`config.mk`:
```
export PLATFORM = sky130hd
export DESIGN_NAME = mem_port_arbiter
export DESIGN_NICKNAME = d
export VERILOG_FILES = /design/src/rtl/mem_port_arbiter.sv
export SDC_FILE = /design/constraint.sdc
export NUM_CORES = 1
export LEC_CHECK = 0
export CORE_UTILIZATION = 44
export CTS_CLUSTER_DIAMETER = 50
export CTS_CLUSTER_SIZE = 28
export DETAILED_ROUTE_END_ITERATION = 8
export PLACE_DENSITY_LB_ADDON = 0.1
export SETUP_SLACK_MARGIN = 0.4
export SLEW_MARGIN = 0
export SYNTH_ARGS = -nofsm -noshare
export SYNTH_HDL_FRONTEND = slang
export SYNTH_SLANG_ARGS = --single-unit
```
`constraint.sdc`:
```
create_clock -name clk -period 3 [get_ports clk]
set_input_delay 0.6 -clock clk [delete_from_list [all_inputs] [get_ports clk]]
set_output_delay 0.6 -clock clk [all_outputs]
set_load 0.01 [all_outputs]
```
`src/rtl/mem_port_arbiter.sv`:
```
`default_nettype none
// ============================================================================
// Module   : mem_port_arbiter
// Brief    : Shares one memory port between instruction fetch and data access,
//            with data priority and a fetch anti-starvation counter.
// Revision : 1.0 - initial release
// ============================================================================
module mem_port_arbiter #(
    parameter int AW         = 32,
    parameter int DW         = 32,
    parameter int STARVE_MAX = 2
) (
    input  logic          clk,
    input  logic          reset,
    input  logic          if_req,
    input  logic [AW-1:0] if_addr,
    output logic [DW-1:0] if_rdata,
    output logic          if_ack,
    input  logic          d_req,
    input  logic          d_we,
    input  logic [AW-1:0] d_addr,
    input  logic [DW-1:0] d_wdata,
    output logic [DW-1:0] d_rdata,
    output logic          d_ack,
    output logic          mem_req,
    output logic          mem_we,
    output logic [AW-1:0] mem_addr,
    output logic [DW-1:0] mem_wdata,
    input  logic [DW-1:0] mem_rdata,
    input  logic          mem_rdy,
    output logic          busy,
    output logic          owner
);

    localparam int SW = $clog2(STARVE_MAX + 1);
    localparam logic [SW-1:0] C_STARVE_MAX = SW'(STARVE_MAX);
    localparam logic [SW-1:0] C_ONE        = SW'(1);

    typedef enum logic [1:0] {
        S_IDLE = 2'd0,
        S_WAIT = 2'd1,
        S_RESP = 2'd2
    } state_t;

    state_t        state;
    logic [SW-1:0] starve_cnt;
    logic          w_grant_data;
    logic [SW-1:0] w_starve_inc;

    // Data wins unless fetch has already waited through STARVE_MAX data grants.
    assign w_grant_data = d_req && !(if_req && (starve_cnt == C_STARVE_MAX));
    assign w_starve_inc = (starve_cnt == C_STARVE_MAX) ? C_STARVE_MAX
                                                      : starve_cnt + C_ONE;
    assign busy = (state != S_IDLE);

    always_ff @(posedge clk or negedge reset) begin
        if (!reset) begin
            state      <= S_IDLE;
            starve_cnt <= '0;
            owner      <= 1'b0;
            mem_req    <= 1'b0;
            mem_we     <= 1'b0;
            mem_addr   <= '0;
            mem_wdata  <= '0;
            if_rdata   <= '0;
            d_rdata    <= '0;
            if_ack     <= 1'b0;
            d_ack      <= 1'b0;
        end else begin
            if_ack <= 1'b0;
            d_ack  <= 1'b0;
            case (state)
                S_IDLE: begin
                    if (if_req || d_req) begin
                        mem_req <= 1'b1;
                        state   <= S_WAIT;
                        if (w_grant_data) begin
                            owner      <= 1'b1;
                            mem_we     <= d_we;
                            mem_addr   <= d_addr;
                            mem_wdata  <= d_wdata;
                            starve_cnt <= if_req ? w_starve_inc : '0;
                        end else begin
                            owner      <= 1'b0;
                            mem_we     <= 1'b0;
                            mem_addr   <= if_addr;
                            starve_cnt <= '0;
                        end
                    end
                end
                S_WAIT: begin
                    if (mem_rdy) begin
                        if (!mem_we) begin
                            if (owner) d_rdata  <= mem_rdata;
                            else       if_rdata <= mem_rdata;
                        end
                        // Ack is registered here so it is high for exactly the RESP cycle.
                        if (owner) d_ack  <= 1'b1;
                        else       if_ack <= 1'b1;
                        mem_req <= 1'b0;
                        mem_we  <= 1'b0;
                        state   <= S_RESP;
                    end
                end
                S_RESP: begin
                    state <= S_IDLE;
                end
                default: begin
                    state <= S_IDLE;
                end
            endcase
        end
    end

endmodule
`default_nettype wire

```
Word level (Yosys, flattened, before mapping)
Cells that the tools add are included.

cells by class
  shifts and indexed selects = 0
  equal/unequal tests = 4
  bitwise operators = 2
  order comparisons = 0
  div/mod/pow operators = 0
  reduce and logical (&&, ||, !) cells = 13
  mux-type cells = 20
  add/subtract/negate cells = 1
  $mul = 0

operator list
  kind                                                 number
  2-to-1 mux 32 bit                                    1
  2-to-1 mux 1 bit                                     11
  2-to-1 mux 2 bit                                     5
  AND reduction 4 bit                                  2
  AND reduction 3 bit                                  2
  != test 2 bit, second input constant                 2
  one-hot mux 1 bit (2 select lines)                   2
  one-hot mux 2 bit (2 select lines)                   1
  AND reduction 2 bit                                  2
  nonzero test 2 bit                                   2
  adder 2 x 1 -> 2 bit, second input constant          1
  equality test 2 x 1 -> 1 bit, second input constant  1
  equality test 2 bit, second input constant           1
  logical AND 1 bit                                    2
  zero test 2 bit                                      1
  inverter 1 bit                                       2
  zero test 1 bit                                      1
  logical OR 1 bit                                     1

storage, ports and cells
  memories kept = 0
  register bits = 137
  latch bits = 0
  output and inout bits = 134
  input port bits = 134
  bits in read-only memories = 0
  memory bits (writable) = 0

Longest topological paths before layout
  depth in word-level cells = 7
  gate-level depth with buffers = 7

Worst setup path after synthesis
Ideal clock, no wire load.

  path type = input to register
  start point = input port d_req
  end point = register mem_wdata[10]
  setup slack = 1,243 ps
  path buffers = 2
  cell stages on the path = 5
  data arrival time = 1,632 ps
  setup time = 125 ps
  cell sequence = a21bo_1 > buf_4 > nor2_4 > buf_4 > mux2_2

between the ends
  longest elaborated chain between the ends = 2
  elaborated cells between the ends (all ways) = 3

RTL lines
  what                                                          line    source
  from (decl)                                                   19      input logic d_req,
  logical AND 1 bit / logical OR 1 bit (equally long branches)  51, 74
  AND reduction 3 bit (no source line) (*)                      -
  to (signal assigned)                                          81      mem_wdata <= d_wdata;
  to (decl)                                                     28      output logic [DW-1:0] mem_wdata,

Every way passes the cells marked *; elsewhere a longest branch is shown, timed or not.
A chain may end at the register's enable or synchronous reset.

Worst setup path after layout
  start point = register state[0]
  end point = output port busy

between the ends
  longest elaborated chain between the ends = 1

RTL lines
  what                    line  source
  from (decl)             45    state_t state;
  from (signal assigned)  58    state <= S_IDLE;
  from (signal assigned)  76    state <= S_WAIT;
  from (signal assigned)  102   state <= S_RESP;
  nonzero test 2 bit      54    assign busy = (state != S_IDLE);
  to (decl)               31    output logic busy,

No other way between the ends.

==> impl_metrics.csv <==
group,metric,value,unit
clocking,cts_sinks,137,
power_and_ir_drop,power_frac_comb,45.0,%
timing,min_period,2.22,ns
timing,max_clock_freq,451,MHz
clocking,clkTransAtPathRegs,0.05,ns
global_routing,grt_max_degree,74,
worst_setup_path,cp.required,2.40,ns
worst_setup_path,worst-path-max-fanout,3,
detailed_routing,dr_total_vias,3821,
logic_synthesis,synthCells,336,
die,die_y,114,microns
worst_setup_path,r2r_cells,7,
status,status,"completed",
worst_setup_path,critPathLaunchType,"flip-flop",
power_and_ir_drop,p_switching,2.73,mW
logic_synthesis,synth_nets,472,
worst_setup_path,rrSetupSlack,1.20,ns
cells_and_area,drive_above_1_share,28.4,%
timing,finalCritPeriodShare,73.9,%
power_and_ir_drop,p_seq_share,34.6,%
cells_and_area,mostFrequentLayoutCell,"clkdlybuf4s50_1",
detailed_routing,wl,13800,microns
detailed_routing,via_per_inst,4.82,
clocking,cts_made_buffers,17,
die,die_x,114,microns
die,dieArea,13000,sq um
worst_setup_path,end_kind,"output pin",
worst_hold_path,hold_path_class,"in2async",
die,pin_count,268,
clocking,clkLatencyLatePin,0.41,ns
timing,whs,0.178,ns
detailed_routing,first_iter_violations,91,
detailed_routing,wl_per_cell,17.5,microns
timing,fin_ws,0.784,ns
logic_synthesis,ys_warn_count,0,
cells_and_area,nFillCells,870,
detailed_routing,post-route-drc-count,0,
cells_and_area,synthToLayoutAreaGrowth,61.5,%
global_routing,antenna_found_initial,0,
clocking,cts_tree,"yes",
cells_and_area,fin_nets,749,
power_and_ir_drop,powerDensity,1060,nW/um^2
power_and_ir_drop,internal-power,6.73,mW
place,port_buffers,267,
timing,rsz0062_at_grt,"false",
logic_synthesis,synth_cell_types,22,
logic_synthesis,synth.cell_area,5540,sq um
worst_setup_path,crit_type,"reg2out",
worst_setup_path,regToRegStartpoint,"starve_cnt[0]",
clocking,clockBufferDepth,2,
die,core-area,12200,sq um
cells_and_area,fin_cells,792,
power_and_ir_drop,leakagePower,3.71,nW
global_routing,grt.overflow.total,0,
worst_setup_path,r2r_end,"mem_wdata[12]",
detailed_routing,ant_nets,0,
timing,finalSetupViolCount,0,
cells_and_area,seq_area,3430,sq um
place,hpwl,10300,microns
place,placed_cells,762,
power_and_ir_drop,p_total,9.46,mW
cells_and_area,diodes,0,
clocking,root_buffer,"clkbuf_16",
logic_synthesis,synth.ff_latch_count,137,
detailed_routing,dr.pass1.iters,4,
worst_setup_path,cp.arrival,1.62,ns
global_routing,grt_use_total,21.9,%
cells_and_area,layout_common_cells,"266 x clkdlybuf4s50_1, 139 x mux2_2, 137 x dfrtp_1",
timing,hold_violations,0,
clocking,cts_setup_buffers,0,
clocking,postCtsHoldBufs,0,
timing,tightestPinTransition,0.675,ns
clocking,ctsResizeCount,0,
global_routing,grt_pass1_wl,21100,microns
place,gp_congestion,0.719,
clocking,htreeDepth,4,
die,start_util,45.5,%
logic_synthesis,synth.avg_cell_area,16.5,sq um
power_and_ir_drop,power_frac_clock,20.4,%
global_routing,grt_pass1_vias,4079,
timing,slew_violations,0,
timing,fin_skew,0.00840,ns
flow_run,max-cap-violations,0,
logic_synthesis,ys_seq_area_share,61.9,%
cells_and_area,multi_input_area,1980,sq um
place,place_ws,0.579,ns
die,rows,40,
power_and_ir_drop,sw_frac_of_total,28.9,%
timing,slew_headroom,55.0,%
timing,final.setup.tns,0,ns
power_and_ir_drop,vdd_drop_max,0.000694,V
registers in the layout (all words and copies together) (netlist names):
name and cells:
d_ack 1, d_rdata 32, if_ack 1, if_rdata 32
mem_addr 32, mem_req 1, mem_wdata 32, mem_we 1
owner 1, starve_cnt 2, state 2
final cells by class:
| cell class | count | area share, % |
|---|---|---|
| Clock buffer | 28 | 5.78 |
| Clock inverter | 2 | 0.392 |
| Inverter | 3 | 0.126 |
| Multi-Input combinational cell | 179 | 22.1 |
| Sequential cell | 137 | 38.4 |
| Tap cell | 168 | 2.35 |
| Timing Repair Buffer | 275 | 30.9 |
critical path, stage by stage (launching register included):
cell and delay [ns]:
dfrtp_1 0.40, or2_4 0.28, clkdlybuf4s50_1 0.53
per-stage QoR:
step	instance area, sq um	util, %
finish	8940	73.5
CTS	8940	73.5
global placement	8390	69.0
detailed placement	8390	69.0
floorplan	5540	-
global route	8940	73.5
per-layer routing:
layer / part of all wire [%] / wire length [microns] / global-route usage [%] / up-vias
li1: - / - / - / 1750
met1: 35 / 4870 / 22.2 / 1898
met2: 54 / 7460 / 39.8 / 154
met3: 8.9 / 1230 / 8.63 / 19
met4: 2.1 / 292 / 9.52 / 0
met5: 0 / 0 / 0 / -
power by group through the flow:
stage               combinational (mW)  clock [mW]  sequential (mW)
floorplan                         1.46           0             3.70
global placement                  4.22           0             3.23
detailed placement                4.31           0             3.30
CTS                               4.33        1.97             3.29
global route                      4.51        2.06             3.39
finish                            4.26        1.93             3.27
how the worst max path moves through the flow:
stage | slack [ns] | cells past startpoint | end | startpoint
3_5_place_dp | 0.58 | 5 | if_rdata[25] | mem_rdy
2_1_floorplan | 1.24 | 5 | mem_wdata[10] | d_req
4_1_cts | 0.75 | 2 | busy | state[0]
6_report | 0.78 | 2 | busy | state[0]
5_1_grt | 0.73 | 2 | busy | state[0]
3_3_place_gp | 0.59 | 5 | if_rdata[2] | mem_rdy
cells in the mapped netlist (all sizes together):
| library cell | count | area [sq um] |
|---|---|---|
| o21ai | 1 | 5.00 |
| and2 | 1 | 6.26 |
| or2 | 1 | 8.76 |
| nor2 | 2 | 15.0 |
| nand2b | 1 | 6.26 |
| a21o | 1 | 7.51 |
| nand2 | 2 | 7.51 |
| nor3 | 1 | 10.0 |
| inv | 3 | 11.3 |
| ha | 2 | 25.0 |
| nand3b | 2 | 18.8 |
| dfrtp | 137 | 3430 |
| a32o | 3 | 30.0 |
| buf | 17 | 136 |
| mux2 | 160 | 1800 |
| o21bai | 1 | 7.51 |
| a21bo | 1 | 10.0 |
cells by family (layout without fill, tap and decap cells):
logic type / Yosys count / after routing / synth area share, %
multiplexers: 160 / 160 / 32.5
flip-flops: 137 / 137 / 61.9
buffers and inverters: 20 / 308 / 2.67
AND/OR/NAND/NOR: 10 / 10 / 1.31
AO/OA/AOI/OAI: 7 / 7 / 1.09
adder cells (fa/ha/maj): 2 / 2 / 0.452
No activity file was read; power rests on OpenSTA's default activity.
